[src/rtl/bridge_burst_gen.sv]
// Multi-channel full-bridge burst generator with dead time,
// unipolar/bipolar modes and protection lockout.
module bridge_burst_gen #(
  parameter int NCH     = 2,
  parameter int PW      = 10,
  parameter int NW      = 6,
  parameter int DW      = 6,
  parameter int HOLDOFF = 100_000_000
) (
  input  logic           clk,
  input  logic           reset,
  input  logic [PW-1:0]  half_len,
  input  logic [DW-1:0]  dead_len,
  input  logic [NW-1:0]  pulse_num,
  input  logic           mode,
  input  logic [NCH-1:0] ch_en,
  input  logic [NCH-1:0] invert,
  input  logic           trig,
  input  logic           protect,
  output logic [NCH-1:0] a_h,
  output logic [NCH-1:0] a_l,
  output logic [NCH-1:0] b_h,
  output logic [NCH-1:0] b_l,
  output logic           busy,
  output logic           done,
  output logic           fault_lock
);

  localparam int CW = (PW > DW) ? PW : DW;
  localparam int HW = $clog2(HOLDOFF + 1);
  localparam logic [HW-1:0] HLAST = HW'(HOLDOFF - 1);

  typedef enum logic [2:0] {IDLE, P, DA, N, DB, LOCK} state_t;

  state_t          state, state_n;
  logic [CW-1:0]   phase_q, phase_n;
  logic [NW-1:0]   pulse_q, pulse_n;
  logic [HW-1:0]   hold_q, hold_n;
  logic [PW-1:0]   h_q;
  logic [DW-1:0]   d_q;
  logic [NW-1:0]   n_q;
  logic            mode_q;
  logic [NCH-1:0]  en_q, inv_q;
  logic            trig_prev, fin, fin_q, latch, pend;
  logic            h_end, d_end, last, edge_t;
  logic [CW-1:0]   h_last, d_last;
  logic [1:0]      base_a, base_b;
  logic [NCH-1:0]  ah_n, al_n, bh_n, bl_n;

  assign h_last = (h_q == '0) ? '0 : CW'(h_q) - CW'(1);
  assign d_last = CW'(d_q) - CW'(1);
  assign h_end  = (phase_q == h_last);
  assign d_end  = (phase_q == d_last);
  assign last   = (pulse_q == n_q - NW'(1));
  assign edge_t = trig & ~trig_prev;

  always_ff @(posedge clk) begin
    if (reset) begin
      state     <= IDLE;
      phase_q   <= '0;
      pulse_q   <= '0;
      hold_q    <= '0;
      trig_prev <= 1'b1;
      fin_q     <= 1'b0;
      h_q       <= '0;
      d_q       <= '0;
      n_q       <= '0;
      mode_q    <= 1'b0;
      en_q      <= '0;
      inv_q     <= '0;
    end else begin
      state     <= state_n;
      phase_q   <= phase_n;
      pulse_q   <= pulse_n;
      hold_q    <= hold_n;
      trig_prev <= trig;
      fin_q     <= fin;
      if (latch) begin
        h_q    <= half_len;
        d_q    <= dead_len;
        n_q    <= pulse_num;
        mode_q <= mode;
        en_q   <= ch_en;
        inv_q  <= invert;
      end
    end
  end

  always_comb begin
    state_n = state;
    phase_n = phase_q + CW'(1);
    pulse_n = pulse_q;
    hold_n  = hold_q;
    fin     = 1'b0;
    latch   = 1'b0;
    pend    = 1'b0;
    unique case (state)
      IDLE: begin
        phase_n = '0;
        pulse_n = '0;
        hold_n  = '0;
        if (edge_t) begin
          latch = 1'b1;
          if (pulse_num == '0) fin = 1'b1;
          else state_n = P;
        end
      end
      P: if (h_end) begin
        phase_n = '0;
        if (d_q != '0) state_n = DA;
        else if (!mode_q) state_n = N;
        else pend = 1'b1;
      end
      DA: if (d_end) begin
        phase_n = '0;
        if (!mode_q) state_n = N;
        else pend = 1'b1;
      end
      N: if (h_end) begin
        phase_n = '0;
        if (d_q != '0) state_n = DB;
        else pend = 1'b1;
      end
      DB: if (d_end) begin
        phase_n = '0;
        pend    = 1'b1;
      end
      LOCK: begin
        phase_n = '0;
        pulse_n = '0;
        hold_n  = hold_q + HW'(1);
        if (hold_q == HLAST) begin
          hold_n = '0;
          if (!protect) state_n = IDLE;
        end
      end
      default: state_n = IDLE;
    endcase
    if (pend) begin
      pulse_n = pulse_q + NW'(1);
      if (last) begin
        state_n = IDLE;
        fin     = 1'b1;
      end else begin
        state_n = P;
      end
    end
    // Fault wins over everything, including a completing burst.
    if (protect && state != LOCK) begin
      state_n = LOCK;
      phase_n = '0;
      pulse_n = '0;
      hold_n  = '0;
      fin     = 1'b0;
      latch   = 1'b0;
    end
  end

  always_comb begin
    base_a = 2'b01;
    base_b = 2'b01;
    ah_n   = '0;
    al_n   = '0;
    bh_n   = '0;
    bl_n   = '0;
    unique case (state)
      P: begin
        base_a = 2'b10;
        base_b = 2'b01;
      end
      N: begin
        base_a = 2'b01;
        base_b = 2'b10;
      end
      DA: begin
        base_a = 2'b00;
        base_b = mode_q ? 2'b01 : 2'b00;
      end
      DB: begin
        base_a = last ? 2'b01 : 2'b00;
        base_b = 2'b00;
      end
      default: begin
        base_a = 2'b01;
        base_b = 2'b01;
      end
    endcase
    for (int c = 0; c < NCH; c++) begin
      {ah_n[c], al_n[c]} = !en_q[c] ? 2'b01 :
                           (inv_q[c] ? base_b : base_a);
      {bh_n[c], bl_n[c]} = !en_q[c] ? 2'b01 :
                           (inv_q[c] ? base_a : base_b);
    end
  end

  always_ff @(posedge clk) begin
    if (reset) begin
      a_h        <= '0;
      a_l        <= '1;
      b_h        <= '0;
      b_l        <= '1;
      busy       <= 1'b0;
      done       <= 1'b0;
      fault_lock <= 1'b0;
    end else begin
      a_h        <= ah_n;
      a_l        <= al_n;
      b_h        <= bh_n;
      b_l        <= bl_n;
      busy       <= (state == P) || (state == DA) ||
                    (state == N) || (state == DB);
      done       <= fin_q;
      fault_lock <= (state == LOCK);
    end
  end

endmodule

[config.mk]
export PLATFORM = sky130hd
export DESIGN_NAME = bridge_burst_gen
export DESIGN_NICKNAME = d
export VERILOG_FILES = /design/src/rtl/bridge_burst_gen.sv
export SDC_FILE = /design/constraint.sdc
export NUM_CORES = 1
export LEC_CHECK = 0
export BUFFER_PORTS_ARGS = -buffer_cell sky130_fd_sc_hd__buf_4
export CAP_MARGIN = 20
export CORE_MARGIN = 8
export CORE_UTILIZATION = 50
export DETAILED_ROUTE_END_ITERATION = 12
export GPL_ROUTABILITY_DRIVEN = 0
export PLACE_DENSITY = 0.78
export SLEW_MARGIN = 20
export SYNTH_ARGS = -nofsm -noshare
export SYNTH_HDL_FRONTEND = slang
export SYNTH_SLANG_ARGS = --single-unit
[constraint.sdc]
create_clock -name clk -period 3.45 [get_ports clk]
set_input_delay 0.69 -clock clk [delete_from_list [all_inputs] [get_ports clk]]
set_output_delay 0.69 -clock clk [all_outputs]
set_load 0.02 [all_outputs]
Yosys cells after proc, flatten, opt, wreduce, memory -nomap -nowiden
Index checks and enable logic that the tools add are counted.
W data, S select, Z words.
{ "word_totals": {"elab_cells": 126, "latch_bits": 0, "mem_bits_ro": 0, "ff_bits": 86, "memories": 0, "in_bits": 31, "output_inout_bits": 11, "ramBits": 0} }
{ "op_classes": {"n_shift": 0, "mul": 0, "n_lt_le_gt_ge": 0, "n_bitwise": 4, "n_div": 0, "reduce_logical": 18, "n_eq_ne": 28, "n_mux": 46, "add_sub_neg": 6} }
{ "ops": {"columns": ["op", "count"], "rows": [
  ["$pmux W27 S2", 1],
  ["$mux W3", 12],
  ["$ne A4 B4 Y1 const B", 8],
  ["$mux W10", 3],
  ["$ne A3 B3 Y1 const B", 10],
  ["$pmux W10 S3", 1],
  ["$add A27 B1 Y27 const B", 1],
  ["$eq A27 B27 Y1 const B", 1],
  ["$mux W27", 1],
  ["$eq A10 B10 Y1", 2],
  ["$mux W1", 18],
  ["$pmux W3 S6", 1],
  ["$reduce_and A9 Y1", 2],
  ["$mux W6", 2],
  ["$pmux W2 S3", 2],
  ["$reduce_or A2 Y1", 6],
  ["$add A10 B1 Y10 const B", 1],
  ["$logic_not A10 Y1", 1],
  ["$sub A10 B1 Y10 const B", 1],
  ["$mux W2", 4],
  ["$sub A6 B1 Y7 const B", 1],
  ["$add A6 B1 Y6 const B", 1],
  ["$eq A3 B2 Y1 const B", 2],
  ["$eq A3 B3 Y1 const B", 2],
  ["other kinds (13)", 18]
]} }

Depth between registers and ports, before layout
{ "logic_depth": {"word_depth": 7, "depth_mapped": 10, "mapped_depth_nobuf": 10} }

Worst setup path before layout
No wires, ideal clock.
{ "synth_path": {"path_type": "flip-flop to flip-flop", "start": "reg d_q[2]", "end": "reg pulse_q[5]", "synth_period_minus_slack_ns": 2.953, "t_required_ns": 3.391, "n_path_buf": 0, "stages_incl_launch_ff": 9, "setup_ns": 0.059, "setup_slack_ns": 0.497, "arrival_time_ns": 2.893, "cell_sequence": "dfxtp_1 or3_1 or3b_2 mux2i_1 or4_1 nor3_1 a31oi_4 or4_1 nand2_1"} }
{ "synth_via": {"elab_chain_len": 5, "word_cells_on_any_way": 12, "cone_classes": "add/sub (1); eq/ne (1); mux (8); reduce/logical (2)"} }
{ "synth_lines": {"columns": ["element", "line_no", "text"], "rows": [
  ["start: declaration", "40", "logic [DW-1:0] d_q;"],
  ["start signal: assignment", "80", "d_q <= dead_len;"],
  ["$sub A6 B1 Y7 / $reduce_bool A6 Y1 (equally long branches)", "51, 110, 121", null],
  ["$eq A10 B10 Y1, or another cell as far along", "53", "assign d_end = (phase_q == d_last);"],
  ["$mux W1, on equally long branches", null, null],
  ["$pmux W1 S4 (*)", "97", "unique case (state)"],
  ["$mux W6 / $reduce_bool A2 Y1 (equally long branches)", null, null],
  ["end signal: assignment", "74", "pulse_q <= pulse_n;"],
  ["end: declaration", "37", "logic [NW-1:0] pulse_q, pulse_n;"]
]} }
Every way passes the cells marked *; elsewhere a longest branch is shown, timed or not.
A chain may end at the register's enable or synchronous reset.

Final worst setup path
Same ends and word-level chain as after synthesis.

==> impl_metrics.ini <==
[cells_and_area]
nFillCells = 822
instances_no_fill = 747
register_area_mm2 = 0.001722
area_growth_pct = 11.88
layout_commonest_cell = nand2_1
drive_above_1_share_pct = 12.42
utilization_pct = 57.05
layout_common_cells = 92 x nand2_1, 86 x dfxtp_1, 67 x nor2_1, 56 x a21oi_1, 47 x buf_4
final_net_count = 668
multi_input_area_mm2 = 0.002758
antenna_cells = 0

[placed_design]
portBuffers = 41
place_inst = 731
dpl.hpwl_um = 8250

[timing]
period_share_pct = 93.83
rsz0062_at_grt = false
tightest_slew_ns = 0.7008
slew_violations = 0
setup_viol = 0
timing.final.crit_period_ns = 3.237
final_hold_viol_count = 0
max_freq_ghz = 0.3089
setup-tns-final_ns = 0
hold-worst-slack_ns = 0.4473
finClkSkew_ns = 0.009699
max-slew-margin-rel_pct = 52.92

[logic_synthesis]
synthMuxAreaShare_pct = 0.2145
avgSynthCellArea_um2 = 7.676
syn_nets = 645
synth_ff_type = dfxtp_1
synth_compound_area_share_pct = 20.05
yosysSeqAreaShare_pct = 36.89
syn_area_mm2 = 0.004667
synthCells = 608
async_reset_ff_share_pct = 0
synth_xor_area_share_pct = 6.756
ys_types = 62
synth-simple-area-share_pct = 30.11
synth_top_family_by_area = simple AND/OR/NAND/NOR gates
synthAdderAreaFrac_pct = 1.823
yosysWarnings = 0
ys_seq_elements = 86
synth_edf_count = 0

[floorplanning]
fp-row-count = 35
core_area_mm2 = 0.009153
die-area_mm2 = 0.01268
die_h_um = 112.6
dieWidth_um = 112.6
pin_count = 42
start_util_pct = 50.99

[clock_tree]
root_buffer = clkbuf_8
cts-buffers-inserted = 9
cts_tree = yes
cts_hold_buf = 0
cts.sinks = 86
clockBufferDepth = 2
clk_pin_slew_ns = 0.09
h-tree-depth = 3
cts_resized = 0
cts_setup_buffers = 0
clkLatencyLatePin_ns = 0.36

[global_route]
grt_use_met2_pct = 32.52
gr-usage-all-layers_pct = 18.32
grt_max_degree = 37
grt_pass1_wl_um = 19410
overflow = 0
grt_pass1_vias = 4321
gr-max-usage-layer = met2
antenna_found_initial = 0
use_met3_pct = 3.167
use_met1_pct = 20.60

[job]
drv_cap = 0

[setup_path]
end_kind = flip-flop
cp_common_cell = or4_1
max_stage_delay_ns = 0.57
regToRegStartpoint = d_q[2]
critPathKind = flip-flop to flip-flop
crit_chain = or3_1, or3b_2, mux2i_1, or4_1, nor3_1, a31oi_4, or4_1, nand2_1
cp.required_ns = 3.75
cp_slowest_cell = or4_1
arrival_ns = 3.54
startpoint_type = flip-flop
worstPathMaxFanout = 10
cp-startpoint = d_q[2]

[hold_path]
min-delay-start = fin_q
hold_class = flip-flop to flip-flop

[pwr]
finalPower_mw = 2.043
p_leak_nw = 1.866
ir_worst_vdd_mv = 0.1998
p_per_area_mw_per_mm2 = 391.4

[routing]
postRouteAntennaNets = 0
drtIter0Drc = 343
detail_route.wl_per_cell_um = 15.26
num_vias = 4529
drt-total-wl_um = 11400
drc = 0
dr.pass1.iters = 5
avgViaCountPerCell = 6.063

[status]
status = finished clean
cells by family (layout without fill, tap and decap cells):
kind of cell / count (synthesis) / count (layout)
flops: 86 / 86
simple gates: 287 / 287
compound gates: 142 / 142
fa+ha+maj: 7 / 7
xor+xnor: 36 / 36
mux: 1 / 1
buf+inv: 49 / 77
path summary, 6_finish.rpt:
check / endpoint / depth (start not counted) / slack (ns)
min: done / 1 / 0.45
max: pulse_q[5] / 8 / 0.21
min reg2reg: done / 1 / 0.45
max reg2reg: pulse_q[5] / 8 / 0.21
synthesized netlist by cell type (8+ instances only):
| cell type | instances | area share, % |
|---|---|---|
| clkbuf_1 | 32 | 2.6 |
| o21ai_0 | 23 | 2.5 |
| xor2_1 | 19 | 3.6 |
| a21oi_1 | 56 | 6.0 |
| nand4_1 | 9 | 1.2 |
| nand2_1 | 92 | 7.4 |
| dfxtp_1 | 86 | 37 |
| nor2_1 | 67 | 5.4 |
| nor4_1 | 8 | 1.1 |
| nand3_1 | 28 | 3.0 |
| xnor2_1 | 17 | 3.2 |
| nor3_1 | 19 | 2.0 |
| inv_1 | 14 | 1.1 |
| and3_1 | 9 | 1.2 |
layout make-up:
cell class	count	area share, %
clock inverters	6	1.342
well taps	111	2.660
multi-input cells	473	52.82
flip-flops and latches	86	32.97
clock buffers	10	2.444
inverters	14	1.006
repair buffers	47	6.758
where the power goes:
group	switching, mW	total (mW)	leakage [nW]	internal, mW
clock network	0.376	0.716	0.0895	0.340
registers	0.0255	1.03	0.695	1.00
logic	0.178	0.297	1.08	0.119
total	0.580	2.04	1.87	1.46
routing by layer:
layer	wire, um	share of wire, %
met5	0	0
met4	276	2.4
met3	573	5.0
met2	5705	50
met1	4845	43
critical path, delay by kind of cell (launching register included):
family,cells,cell delay (ns)
simple gates,6,2.54
flops,1,0.36
mux,1,0.15
compound gates,1,0.13
per-stage QoR:
step | worst slack (ns) | cell area, um2
global route | 0.07497 | 5221
global placement | 0.3777 | 5024
finish | 0.2130 | 5221
detailed placement | 0.2738 | 5024
floorplan | 0.4972 | 4667
CTS | 0.2499 | 5221
sequential cells by signal, summed over array words and instances, names as in the netlist:
name / flops
en_q: 2
pulse_q: 6
a_l: 2
b_h: 2
inv_q: 2
n_q: 6
phase_q: 10
hold_q: 27
fin_q: 1
done: 1
trig_prev: 1
d_q: 6
b_l: 2
h_q: 10
busy: 1
fault_lock: 1
state: 3
mode_q: 1
a_h: 2
No activity file was read; power rests on OpenSTA's default activity.
